## config.mk

```make
export PLATFORM = sky130hd
export DESIGN_NAME = irq_controller
export DESIGN_NICKNAME = d
export VERILOG_FILES = /design/src/rtl/irq_controller.sv
export SDC_FILE = /design/constraint.sdc
export NUM_CORES = 1
export LEC_CHECK = 0
export BUFFER_PORTS_ARGS = -buffer_cell sky130_fd_sc_hd__buf_2
export CORE_ASPECT_RATIO = 1.2
export CORE_MARGIN = 2
export CORE_UTILIZATION = 45
export CTS_BUF_LIST = sky130_fd_sc_hd__clkbuf_8 sky130_fd_sc_hd__clkbuf_16
export DETAILED_ROUTE_END_ITERATION = 16
export GPL_ROUTABILITY_DRIVEN = 0
export HOLD_SLACK_MARGIN = 0.03
export PLACE_DENSITY_LB_ADDON = 0.08
export REMOVE_ABC_BUFFERS = 1
export SKIP_CTS_REPAIR_TIMING = 1
export SLEW_MARGIN = 20
export SYNTH_ARGS = -nofsm -noshare
export SYNTH_HDL_FRONTEND = slang
export SYNTH_SLANG_ARGS = --single-unit
```

## constraint.sdc

```tcl
create_clock -name clk -period 2.25 [get_ports clk]
set_clock_uncertainty 0.15 [all_clocks]
set_input_delay 0.3375 -clock clk [delete_from_list [all_inputs] [get_ports clk]]
set_output_delay 0.3375 -clock clk [all_outputs]
set_load 0.005 [all_outputs]
```

## src/rtl/irq_controller.sv

```systemverilog
`default_nettype none
// ============================================================================
// Module  : irq_controller
// Brief   : Memory-mapped level/edge interrupt controller feeding CP0 HWInt,
//           with fixed priority and ack/EOI sequencing. Define IRQ_NEST_EN to
//           enable preemption with a 2-deep nesting stack.
// Revision: 1.0 - initial release
// ============================================================================
module irq_controller #(
    parameter int          NSRC = 6,
    parameter logic [31:0] BASE = 32'h0000_7f40
) (
    input  logic            clk,
    input  logic            reset,
    input  logic [31:0]     Addr,
    input  logic            WE,
    input  logic [31:0]     Din,
    output logic [31:0]     Dout,
    input  logic [NSRC-1:0] irq_src,
    input  logic            irq_ack,
    output logic [NSRC-1:0] HWInt,
    output logic            irq_out
);
    typedef enum logic [1:0] {
        ST_IDLE    = 2'd0,
        ST_REQ     = 2'd1,
        ST_SERVICE = 2'd2
    } state_t;

    state_t          r_state;
    logic [NSRC-1:0] r_mask;
    logic [NSRC-1:0] r_edge;
    logic [NSRC-1:0] r_latch;
    logic [NSRC-1:0] r_src_d;
    logic [3:0]      r_cur_id;
    logic            r_valid;

    logic            w_cs;
    logic            w_wr;
    logic            w_eoi;
    logic [1:0]      w_idx;
    logic [NSRC-1:0] w_pend;
    logic [NSRC-1:0] w_elig;
    logic [NSRC-1:0] w_w1c;
    logic [NSRC-1:0] w_edge_next;
    logic [NSRC-1:0] w_ack_clr;
    logic [NSRC-1:0] w_latch_next;
    logic [3:0]      w_top_id;
    logic            w_any;
    logic            w_take;
    logic            w_unused;

    assign w_cs        = (Addr[31:4] == BASE[31:4]);
    assign w_idx       = Addr[3:2];
    assign w_wr        = w_cs & WE;
    assign w_eoi       = w_wr && (w_idx == 2'd3);
    assign w_w1c       = (w_wr && (w_idx == 2'd0)) ? Din[NSRC-1:0] : '0;
    assign w_edge_next = (w_wr && (w_idx == 2'd2)) ? Din[NSRC-1:0] : r_edge;
    assign w_unused    = ^{Addr[1:0], Din};

    // Latched bits only ever exist for edge sources, so OR-ing them in is safe.
    assign w_pend = reset ? (r_latch | (~r_edge & irq_src)) : '0;
    assign w_elig = w_pend & r_mask;
    assign w_any  = |w_elig;

    always_comb begin
        w_top_id = 4'd0;
        for (int i = NSRC - 1; i >= 0; i--) begin
            if (w_elig[i]) w_top_id = 4'(i);
        end
    end

`ifdef IRQ_NEST_EN
    logic [3:0] r_stk0;
    logic [3:0] r_stk1;
    logic [1:0] r_depth;
    logic       w_preempt;

    assign w_preempt = w_any && (w_top_id < r_cur_id);
    assign w_take    = irq_ack && (((r_state == ST_REQ) && w_any) ||
                       ((r_state == ST_SERVICE) && w_preempt && (r_depth != 2'd2)));
`else
    assign w_take    = irq_ack && (r_state == ST_REQ) && w_any;
`endif

    always_comb begin
        w_ack_clr = '0;
        for (int i = 0; i < NSRC; i++) begin
            w_ack_clr[i] = w_take && r_edge[i] && (w_top_id == 4'(i));
        end
    end

    // New rising edge wins over W1C/ack clear; masking with the next EDGE value drops stale latches.
    assign w_latch_next = ((r_latch & ~w_w1c & ~w_ack_clr) | (irq_src & ~r_src_d)) & w_edge_next;

    always_ff @(posedge clk or negedge reset) begin
        if (!reset) begin
            r_mask  <= '0;
            r_edge  <= '0;
            r_latch <= '0;
            r_src_d <= '0;
            HWInt   <= '0;
        end else begin
            if (w_wr && (w_idx == 2'd1)) r_mask <= Din[NSRC-1:0];
            r_edge  <= w_edge_next;
            r_latch <= w_latch_next;
            r_src_d <= irq_src;
            HWInt   <= w_elig;
        end
    end

    always_ff @(posedge clk or negedge reset) begin
        if (!reset) begin
            r_state  <= ST_IDLE;
            r_cur_id <= 4'd0;
            r_valid  <= 1'b0;
            irq_out  <= 1'b0;
`ifdef IRQ_NEST_EN
            r_stk0   <= 4'd0;
            r_stk1   <= 4'd0;
            r_depth  <= 2'd0;
`endif
        end else begin
            case (r_state)
                ST_IDLE: begin
                    if (w_any) begin
                        r_state <= ST_REQ;
                        irq_out <= 1'b1;
                    end
                end
                ST_REQ: begin
                    if (!w_any) begin
                        r_state <= ST_IDLE;
                        irq_out <= 1'b0;
                    end else if (w_take) begin
                        r_state  <= ST_SERVICE;
                        r_cur_id <= w_top_id;
                        r_valid  <= 1'b1;
                        irq_out  <= 1'b0;
                    end
                end
                ST_SERVICE: begin
`ifdef IRQ_NEST_EN
                    if (w_take) begin
                        r_stk1   <= r_stk0;
                        r_stk0   <= r_cur_id;
                        r_depth  <= r_depth + 2'd1;
                        r_cur_id <= w_top_id;
                        irq_out  <= 1'b0;
                    end else if (w_eoi) begin
                        irq_out <= 1'b0;
                        if (r_depth == 2'd0) begin
                            r_state <= ST_IDLE;
                            r_valid <= 1'b0;
                        end else begin
                            r_cur_id <= r_stk0;
                            r_stk0   <= r_stk1;
                            r_stk1   <= 4'd0;
                            r_depth  <= r_depth - 2'd1;
                        end
                    end else begin
                        irq_out <= w_preempt;
                    end
`else
                    irq_out <= 1'b0;
                    if (w_eoi) begin
                        r_state <= ST_IDLE;
                        r_valid <= 1'b0;
                    end
`endif
                end
                default: begin
                    r_state <= ST_IDLE;
                    irq_out <= 1'b0;
                end
            endcase
        end
    end

    always_comb begin
        Dout = 32'd0;
        if (w_cs) begin
            case (w_idx)
                2'd0:    Dout[NSRC-1:0] = w_pend;
                2'd1:    Dout[NSRC-1:0] = r_mask;
                2'd2:    Dout[NSRC-1:0] = r_edge;
                default: Dout = {22'd0, r_state, 3'd0, r_valid, r_cur_id};
            endcase
        end
    end

endmodule
`default_nettype wire

```

==> run_results.csv, run 1 <==
group,metric,value,unit
worst_setup_path,cp_max_fo,6,
worst_setup_path,r2r_start,"r_edge[3]$_DFF_PN0_",
floorplanning,die-area,5400,um2
synth,syn_area,2170,um2
cts,cts_tree,"done",
worst_setup_path,cp-endpoint,"Dout[0]",
sta,finalSetupViolations,0,
synth,synth_seq_cells,37,
synth,netlist_top_cells_count,"dfrtp_1, buf_4, o21ai_0",
pwr,power_frac_comb,0.104,
floorplanning,fp.dieH,80.1,um
worst_setup_path,r2r_slack,0.26,ns
cts,root_buffer,"clkbuf_8",
worst_setup_path,cp.depth,6,
place,post-place-cells,358,
worst_setup_path,crit_family,"simple AND/OR/NAND/NOR gates",
grt,first_global_vias,1831,
pwr,fin_total_pwr,1.42,mW
worst_setup_path,path_class,"in2out",
detailed_routing,met3_length,252,um
cells_and_area,drive_gt1_frac,0.381,
synth,synth_top_area_frac,0.427,
worst_setup_path,cpMaxStageDelayCell,"or4_4",
worst_setup_path,cp.required,1.76,ns
sta,fmax,0.448,GHz
sta,worst_pin_slew,0.506,ns
sta,post-route-period-util,0.991,
pwr,p_leak,1.58,nW
pwr,switching_share,0.225,
synth,synthArstFlopShare,1.00,
sta,fin_crit,2.23,ns
synth,yosys-top-cells-area,"dfrtp_1, buf_4, o21ai_0",
detailed_routing,first_iter_violations,124,
cts,clk_pin_slew,0.08,ns
grt,gr-total-overflow,0,
detailed_routing,drcViolationCount,0,
sta,timing.final.ws_setup,0.0192,ns
grt,grt_use_total,0.202,
floorplanning,initial_utilization,0.469,
floorplanning,rows,27,
pwr,p_switching,0.319,mW
pwr,p_int,1.10,mW
hold_path,hp-class,"in2async",
grt,grt_antenna_before_repair,0,
worst_setup_path,arrival,1.74,ns
worst_setup_path,r2r_cells,6,
cts,cts_sinks,37,
worst_setup_path,startpoint_type,"primary input",
synth,ys_dominant_reg_cell,"dfrtp_1",
pwr,p_clk_frac,0.422,
place,place_ws,-0.160,ns
detailed_routing,drtPass1Iterations,4,
grt,grt_max_degree,12,
detailed_routing,drt_wl_total,5.35,mm
detailed_routing,wl_per_cell,14.1,um
sta,hold_violations,0,
synth,ys_types,48,
cts,cts_buffers,5,
sta,drv_slew,0,
grt,grt_pass1_wl,8.20,mm
synth,synth_cells,217,
detailed_routing,met1Wirelength,2.28,mm
floorplanning,die_w,67.4,um
synth,yosys_warnings,0,
status,status,"finished, final reports clean",
pwr,power.density,481,nW/um2
detailed_routing,top_layer_used,"met4",
synth,synth-edff-count,0,
worst_setup_path,critPathBufInv,2,
worst_setup_path,endpoint_kind,"output pin",
synth,yosys.area.top_type,"dfrtp_1",
worst_setup_path,regToRegEndpoint,"r_latch[3]$_DFF_PN0_",
floorplanning,ios,113,
synth,synth.most_common_cell,"dfrtp_1",
pwr,peakVddDrop,0.000343,V
detailed_routing,postRouteAntennaNets,0,
cts,clockBufferDepth,2,
detailed_routing,viasPerCell,5.10,
detailed_routing,met2_length,2.76,mm
pwr,seqPwrFrac,0.474,
detailed_routing,vias,1929,
cells_and_area,diodes,0,
cells_and_area,nets,393,
synth,avgSynthCellArea,10.0,um2
run,drv_cap,0,
synth,ys_seq_area_frac,0.427,
cells_and_area,instances_no_fill,378,
place,io_buffers,60,
sta,rsz0062_at_grt,"yes",
place,dp_hpwl,4.09,mm
cts,htreeDepth,2,
cells_and_area,syn_to_final_growth,35.5,%
floorplanning,core-area,4630,um2
worst_setup_path,crit_chain,"buf_6 > or4_4 > nor3_4 > nand2b_4 > a221oi_2 > buf_2",
worst_setup_path,critPathMaxStageDelay,0.54,ns
cts,clkLatencyLatePin,0.29,ns
worst_setup_path,crit_start,"Addr[28]",
sta,max_slew_margin,0.662,
[final cells by class]
class                      count  area, um2
timing repair buffer         102        657
fill                         418       1690
multi-input combinational    160       1120
clock buffer                   6       82.6
inverter                      13       48.8
clock inverter                 2       33.8
sequential                    37        926
tap                           58       72.6
[registers in the layout, indices dropped and copies added, names as in the netlist]
register / flops
HWInt: 6
irq_out: 1
r_cur_id: 3
r_edge: 6
r_latch: 6
r_mask: 6
r_src_d: 6
r_state: 2
r_valid: 1
[layer usage]
layer,GRT usage,vias to the layer above
met3,0.0434,8
li1,-,934
met2,0.341,66
met1,0.254,921
met5,0,-
met4,0.0653,0
[per-stage QoR]
step                      TNS (ns)   util  area (um2)  hold slack [ns]
final                            0  0.636        2940           0.0783
after floorplan                  0      -        2050           -0.108
after detailed placement     -1.85  0.573        2650            0.255
after global placement       -1.53  0.573        2650            0.254
after global routing        -0.104  0.636        2940           0.0982
after CTS                   -0.820  0.598        2770          -0.0551
[tightest hold or removal path: cells and delay by family]
kind / cells / cell delay (ns)
buf+inv: 3 / 0.53
[cell usage in the layout (no fill, tap or decap), types with 7 or more instances in the layout]
cell type	count
dfrtp_1	37
buf_4	31
conb_1	24
inv_1	14
nand2_1	11
buf_2	58
nand2b_1	8
a21oi_1	7
dlygate4sd3_1	10
o21ai_0	14
nor2b_1	9
[power groups by stage]
| stage | sequential (mW) | clock [mW] | combinational, mW |
|---|---|---|---|
| 2_1_floorplan | 0.684 | 0 | 0.0408 |
| 3_3_place_gp | 0.684 | 0 | 0.125 |
| 3_5_place_dp | 0.684 | 0 | 0.128 |
| 4_1_cts | 0.671 | 0.611 | 0.129 |
| 5_1_grt | 0.671 | 0.641 | 0.165 |
| 6_report | 0.671 | 0.597 | 0.147 |
[worst min-delay path by stage]
stage	startpoint	endpoint	slack [ns]
global route	reset	HWInt[0]$_DFF_PN0_	0.1
floorplan	reset	HWInt[0]$_DFF_PN0_	-0.11
detailed placement	reset	r_latch[4]$_DFF_PN0_	0.25
global placement	reset	r_latch[4]$_DFF_PN0_	0.25
finish	reset	HWInt[3]$_DFF_PN0_	0.08
CTS	reset	r_latch[4]$_DFF_PN0_	-0.06
[cell families after synthesis]
group,Yosys count,share of synthesized area
multiplexers,17,0.0882
AO/OA/AOI/OAI,52,0.164
buffers and inverters,43,0.117
AND/OR/NAND/NOR,67,0.202
flip-flops,37,0.427
other,1,0.00173
Note: power is estimated with default switching activity, not from simulation.
==> run 2: changes to the inputs <==
Settings changed: PLACE_DENSITY set to 0.87, PLACE_DENSITY_LB_ADDON 0.08 to unset, SLEW_MARGIN 20 to unset, TNS_END_PERCENT set to 30.
==> run_results.csv, run 2 (synthesis results as in run 1) <==
group,metric,value,unit
cts,root_buffer,"clkbuf_8",
cts,cts_sinks,37,
worst_setup_path,startpoint_type,"primary input",
sta,hold_slack,0.0323,ns
floorplanning,die-area,5400,um2
sta,fin_crit,2.24,ns
hold_path,hp-class,"in2reg",
grt,grt_max_degree,22,
status,status,"finished, final reports clean",
detailed_routing,first_iter_violations,151,
grt,grt_antenna_before_repair,0,
place,io_buffers,60,
cts,clockBufferDepth,2,
worst_setup_path,cp.required,1.76,ns
worst_setup_path,cpMaxStageDelayCell,"or4_4",
cts,clkLatencyLatePin,0.30,ns
worst_setup_path,critPathBufInv,2,
sta,post-route-period-util,0.997,
detailed_routing,viasPerCell,5.61,
detailed_routing,drtPass1Iterations,5,
grt,grt_pass1_wl,8.42,mm
cts,htreeDepth,2,
run,drv_cap,0,
cells_and_area,diodes,0,
cells_and_area,final_area,2870,um2
sta,hold_violations,0,
pwr,p_leak,1.52,nW
hold_path,hold_path_depth,1,
cells_and_area,final_common_cell,"buf_2",
cells_and_area,nets,380,
sta,worst_pin_slew,0.725,ns
worst_setup_path,r2r_slack,0.17,ns
detailed_routing,drt_wl_total,5.65,mm
place,dp_hpwl,4.15,mm
floorplanning,fp.dieH,80.1,um
sta,drv_slew,0,
worst_setup_path,cp_max_fo,7,
worst_setup_path,regToRegEndpoint,"r_latch[3]$_DFF_PN0_",
sta,max_slew_margin,0.515,
cts,cts_tree,"done",
floorplanning,rows,27,
detailed_routing,postRouteAntennaNets,0,
pwr,peakVddDrop,0.000259,V
detailed_routing,wl_per_cell,15.5,um
sta,finalSetupTns,0,ns
cells_and_area,syn_to_final_growth,32.2,%
sta,fmax,0.446,GHz
cells_and_area,drive_gt1_frac,0.371,
grt,gr-total-overflow,0,
sta,finalSetupViolations,0,
cts,clk_pin_slew,0.07,ns
sta,timing.final.ws_setup,0.00775,ns
worst_setup_path,arrival,1.75,ns
pwr,power.density,494,nW/um2
worst_setup_path,path_class,"in2out",
worst_setup_path,r2r_start,"r_edge[1]$_DFF_PN0_",
worst_setup_path,crit_family,"simple AND/OR/NAND/NOR gates",
grt,first_global_vias,1863,
floorplanning,initial_utilization,0.469,
grt,grt_use_total,0.208,
hold_path,min_to,"r_src_d[5]$_DFF_PN0_",
place,place_ws,-0.158,ns
floorplanning,ios,113,
floorplanning,core-area,4630,um2
worst_setup_path,endpoint_kind,"output pin",
detailed_routing,drcViolationCount,0,
sta,rsz0062_at_grt,"yes",
cells_and_area,mostFrequentLayoutCells,"buf_2, dfrtp_1, conb_1, buf_4, o21ai_0",
worst_setup_path,crit_chain,"buf_6 > or4_4 > nor3_4 > nand2b_4 > a221oi_2 > buf_2",
worst_setup_path,critPathMaxStageDelay,0.55,ns
hold_path,hold_path_startpoint,"irq_src[5]",
worst_setup_path,r2r_cells,7,
cts,cts_buffers,5,
place,placed_area,2610,um2
floorplanning,die_w,67.4,um
detailed_routing,vias,2046,
-- run 2: how the worst max path moves through the flow --
| stage | startpoint | endpoint | slack (ns) | depth (start not counted) |
|---|---|---|---|---|
| 6_report | Addr[28] | Dout[2] | 0.008 | 6 |
| 5_1_grt | Addr[28] | Dout[2] | -0.07 | 6 |
| 4_1_cts | Addr[19] | Dout[2] | -0.16 | 6 |
| 3_5_place_dp | Addr[19] | Dout[2] | -0.16 | 6 |
| 3_3_place_gp | Addr[19] | Dout[2] | -0.16 | 6 |
| 2_1_floorplan | Addr[19] | r_mask[0]$_DFFE_PN0P_ | 0.09 | 5 |
-- run 2: metal layers --
metal  global-route usage  vias to the layer above  routed length [um]
met5                    0                        -                   0
met4                0.137                        0                 197
met3               0.0280                       20                 485
met2                0.353                      143                3020
met1                0.240                      975                1940
li1                     -                      908                   -
-- run 2: cell type report --
| cell class | count | area [um2] |
|---|---|---|
| multi-input combinational | 160 | 1130 |
| fill | 350 | 1760 |
| clock buffer | 6 | 82.6 |
| sequential | 37 | 926 |
| tap | 58 | 72.6 |
| timing repair buffer | 89 | 571 |
| inverter | 13 | 48.8 |
| clock inverter | 2 | 37.5 |
-- run 2: where the power goes --
| group | leakage, nW | internal (mW) | switching [mW] |
|---|---|---|---|
| clock | 0.0574 | 0.360 | 0.241 |
| combinational | 0.968 | 0.0651 | 0.0799 |
| sequential | 0.498 | 0.670 | 0.00125 |
| total | 1.52 | 1.10 | 0.322 |
-- run 2: worst register-to-register path: cells and delay by family, from the launching register on --
family                 cells  cell delay (ns)
and+or+nand+nor            2             0.26
AOI/OAI and AO/OA          3             0.77
buffers and inverters      2             0.36
DFF                        1             0.42
-- run 2: metrics by stage --
step	total power, mW	cells	util
floorplan	0.725	210	-
global placement	0.808	349	0.563
detailed placement	0.812	349	0.563
CTS	1.41	357	0.589
global route	1.47	365	0.620
finish	1.42	365	0.620
==> run 3: changes to the inputs <==
Clock period 2.25 ns to 2.3 ns, I/O delays scaled along.
==> run_results.csv, run 3 (synthesis results as in run 1) <==
group,metric,value,unit
sta,post-route-period-util,0.978,
worst_setup_path,cp_max_fo,7,
floorplanning,fp.dieH,80.1,um
worst_setup_path,crit_chain,"buf_2 > or4_4 > nor3_4 > nand2b_4 > buf_4 > nor2_4 > buf_2",
worst_setup_path,r2r_slack,0.22,ns
sta,rsz0062_at_grt,"yes",
sta,max_slew_margin,0.669,
detailed_routing,met2_length,2.79,mm
floorplanning,rows,27,
worst_setup_path,arrival,1.75,ns
worst_setup_path,crit_family,"simple AND/OR/NAND/NOR gates",
worst_setup_path,cp.required,1.80,ns
worst_setup_path,cp.depth,7,
cells_and_area,nFillCells,371,
cts,cts_sinks,37,
detailed_routing,wl_per_cell,14.6,um
detailed_routing,top_layer_used,"met4",
grt,first_global_vias,1841,
pwr,p_leak,1.52,nW
hold_path,hp-class,"in2async",
sta,fin_crit,2.25,ns
floorplanning,ios,113,
detailed_routing,drtPass1Iterations,4,
worst_setup_path,r2r_start,"r_edge[0]$_DFF_PN0_",
sta,finalSetupViolations,0,
grt,grt_max_degree,17,
worst_setup_path,startpoint_type,"primary input",
cts,clk_pin_slew,0.07,ns
detailed_routing,drt_wl_total,5.35,mm
place,dp_hpwl,4.09,mm
sta,worst_pin_slew,0.494,ns
sta,drv_slew,0,
floorplanning,die_w,67.4,um
cells_and_area,syn_to_final_growth,30.2,%
cells_and_area,nets,380,
worst_setup_path,crit_top_cell,"buf_2",
worst_setup_path,cpMaxStageDelayCell,"or4_4",
cts,clkLatencyLatePin,0.29,ns
worst_setup_path,cp-endpoint,"Dout[3]",
worst_setup_path,crit_start,"Addr[27]",
worst_setup_path,regToRegEndpoint,"r_latch[3]$_DFF_PN0_",
place,post-place-cells,352,
pwr,fin_total_pwr,1.37,mW
cells_and_area,mostFrequentLayoutCells,"buf_2, dfrtp_1, conb_1, buf_4",
run,drv_cap,0,
detailed_routing,vias,1987,
grt,grt_antenna_before_repair,0,
grt,gr-total-overflow,0,
sta,fmax,0.445,GHz
worst_setup_path,r2r_cells,7,
detailed_routing,postRouteAntennaNets,0,
pwr,peakVddDrop,0.000272,V
place,io_buffers,60,
cells_and_area,instances_no_fill,365,
detailed_routing,drcViolationCount,0,
pwr,power.density,484,nW/um2
cells_and_area,drive_gt1_frac,0.371,
floorplanning,initial_utilization,0.469,
sta,hold_violations,0,
status,status,"finished, final reports clean",
detailed_routing,met1Wirelength,1.87,mm
grt,grt_use_total,0.203,
cells_and_area,final_common_cell,"buf_2",
cts,cts_tree,"done",
cells_and_area,diodes,0,
cells_and_area,final_util,0.611,
cts,root_buffer,"clkbuf_8",
detailed_routing,met3_length,490,um
detailed_routing,first_iter_violations,159,
floorplanning,die-area,5400,um2
cts,clockBufferDepth,2,
cts,htreeDepth,2,
worst_setup_path,endpoint_kind,"output pin",
detailed_routing,viasPerCell,5.44,
worst_setup_path,critPathBufInv,3,
floorplanning,core-area,4630,um2
worst_setup_path,path_class,"in2out",
cts,cts_buffers,5,
grt,grt_pass1_wl,8.11,mm
worst_setup_path,critPathMaxStageDelay,0.55,ns
-- run 3: stage by stage --
stage                     setup slack, ns  area (um2)  hold slack (ns)  setup TNS, ns
after floorplan                     0.135        2050           -0.101              0
after global placement             -0.126        2620           0.0954         -0.975
after detailed placement          -0.0979        2620            0.107          -1.03
after CTS                          -0.104        2730           -0.218         -0.507
after global routing              -0.0119        2830           0.0347        -0.0309
final                              0.0504        2830           0.0317              0
-- run 3: cell type report --
type | instances | area (um2) | share of cell area
multi-input combinational | 160 | 1120 | 0.396
sequential | 37 | 926 | 0.328
timing repair buffer | 89 | 543 | 0.192
clock buffer | 6 | 82.6 | 0.0292
tap | 58 | 72.6 | 0.0257
inverter | 13 | 48.8 | 0.0173
clock inverter | 2 | 33.8 | 0.0120
-- run 3: how the worst min path moves through the flow --
stage,cells past startpoint,start,to
2_1_floorplan,0,reset,HWInt[0]$_DFF_PN0_
3_3_place_gp,1,reset,r_mask[5]$_DFFE_PN0P_
3_5_place_dp,1,reset,r_edge[5]$_DFF_PN0_
4_1_cts,1,reset,r_mask[5]$_DFFE_PN0P_
5_1_grt,2,reset,r_src_d[0]$_DFF_PN0_
6_report,2,reset,r_latch[0]$_DFF_PN0_
-- run 3: metal layers --
| layer | vias to the layer above | track usage |
|---|---|---|
| met5 | - | 0 |
| met4 | 0 | 0.131 |
| met3 | 19 | 0.0378 |
| met2 | 134 | 0.352 |
| met1 | 928 | 0.220 |
| li1 | 906 | - |
-- run 3: where the power goes --
group | internal, mW | switching (mW)
clock network | 0.349 | 0.226
logic | 0.0604 | 0.0755
registers | 0.656 | 0.00109
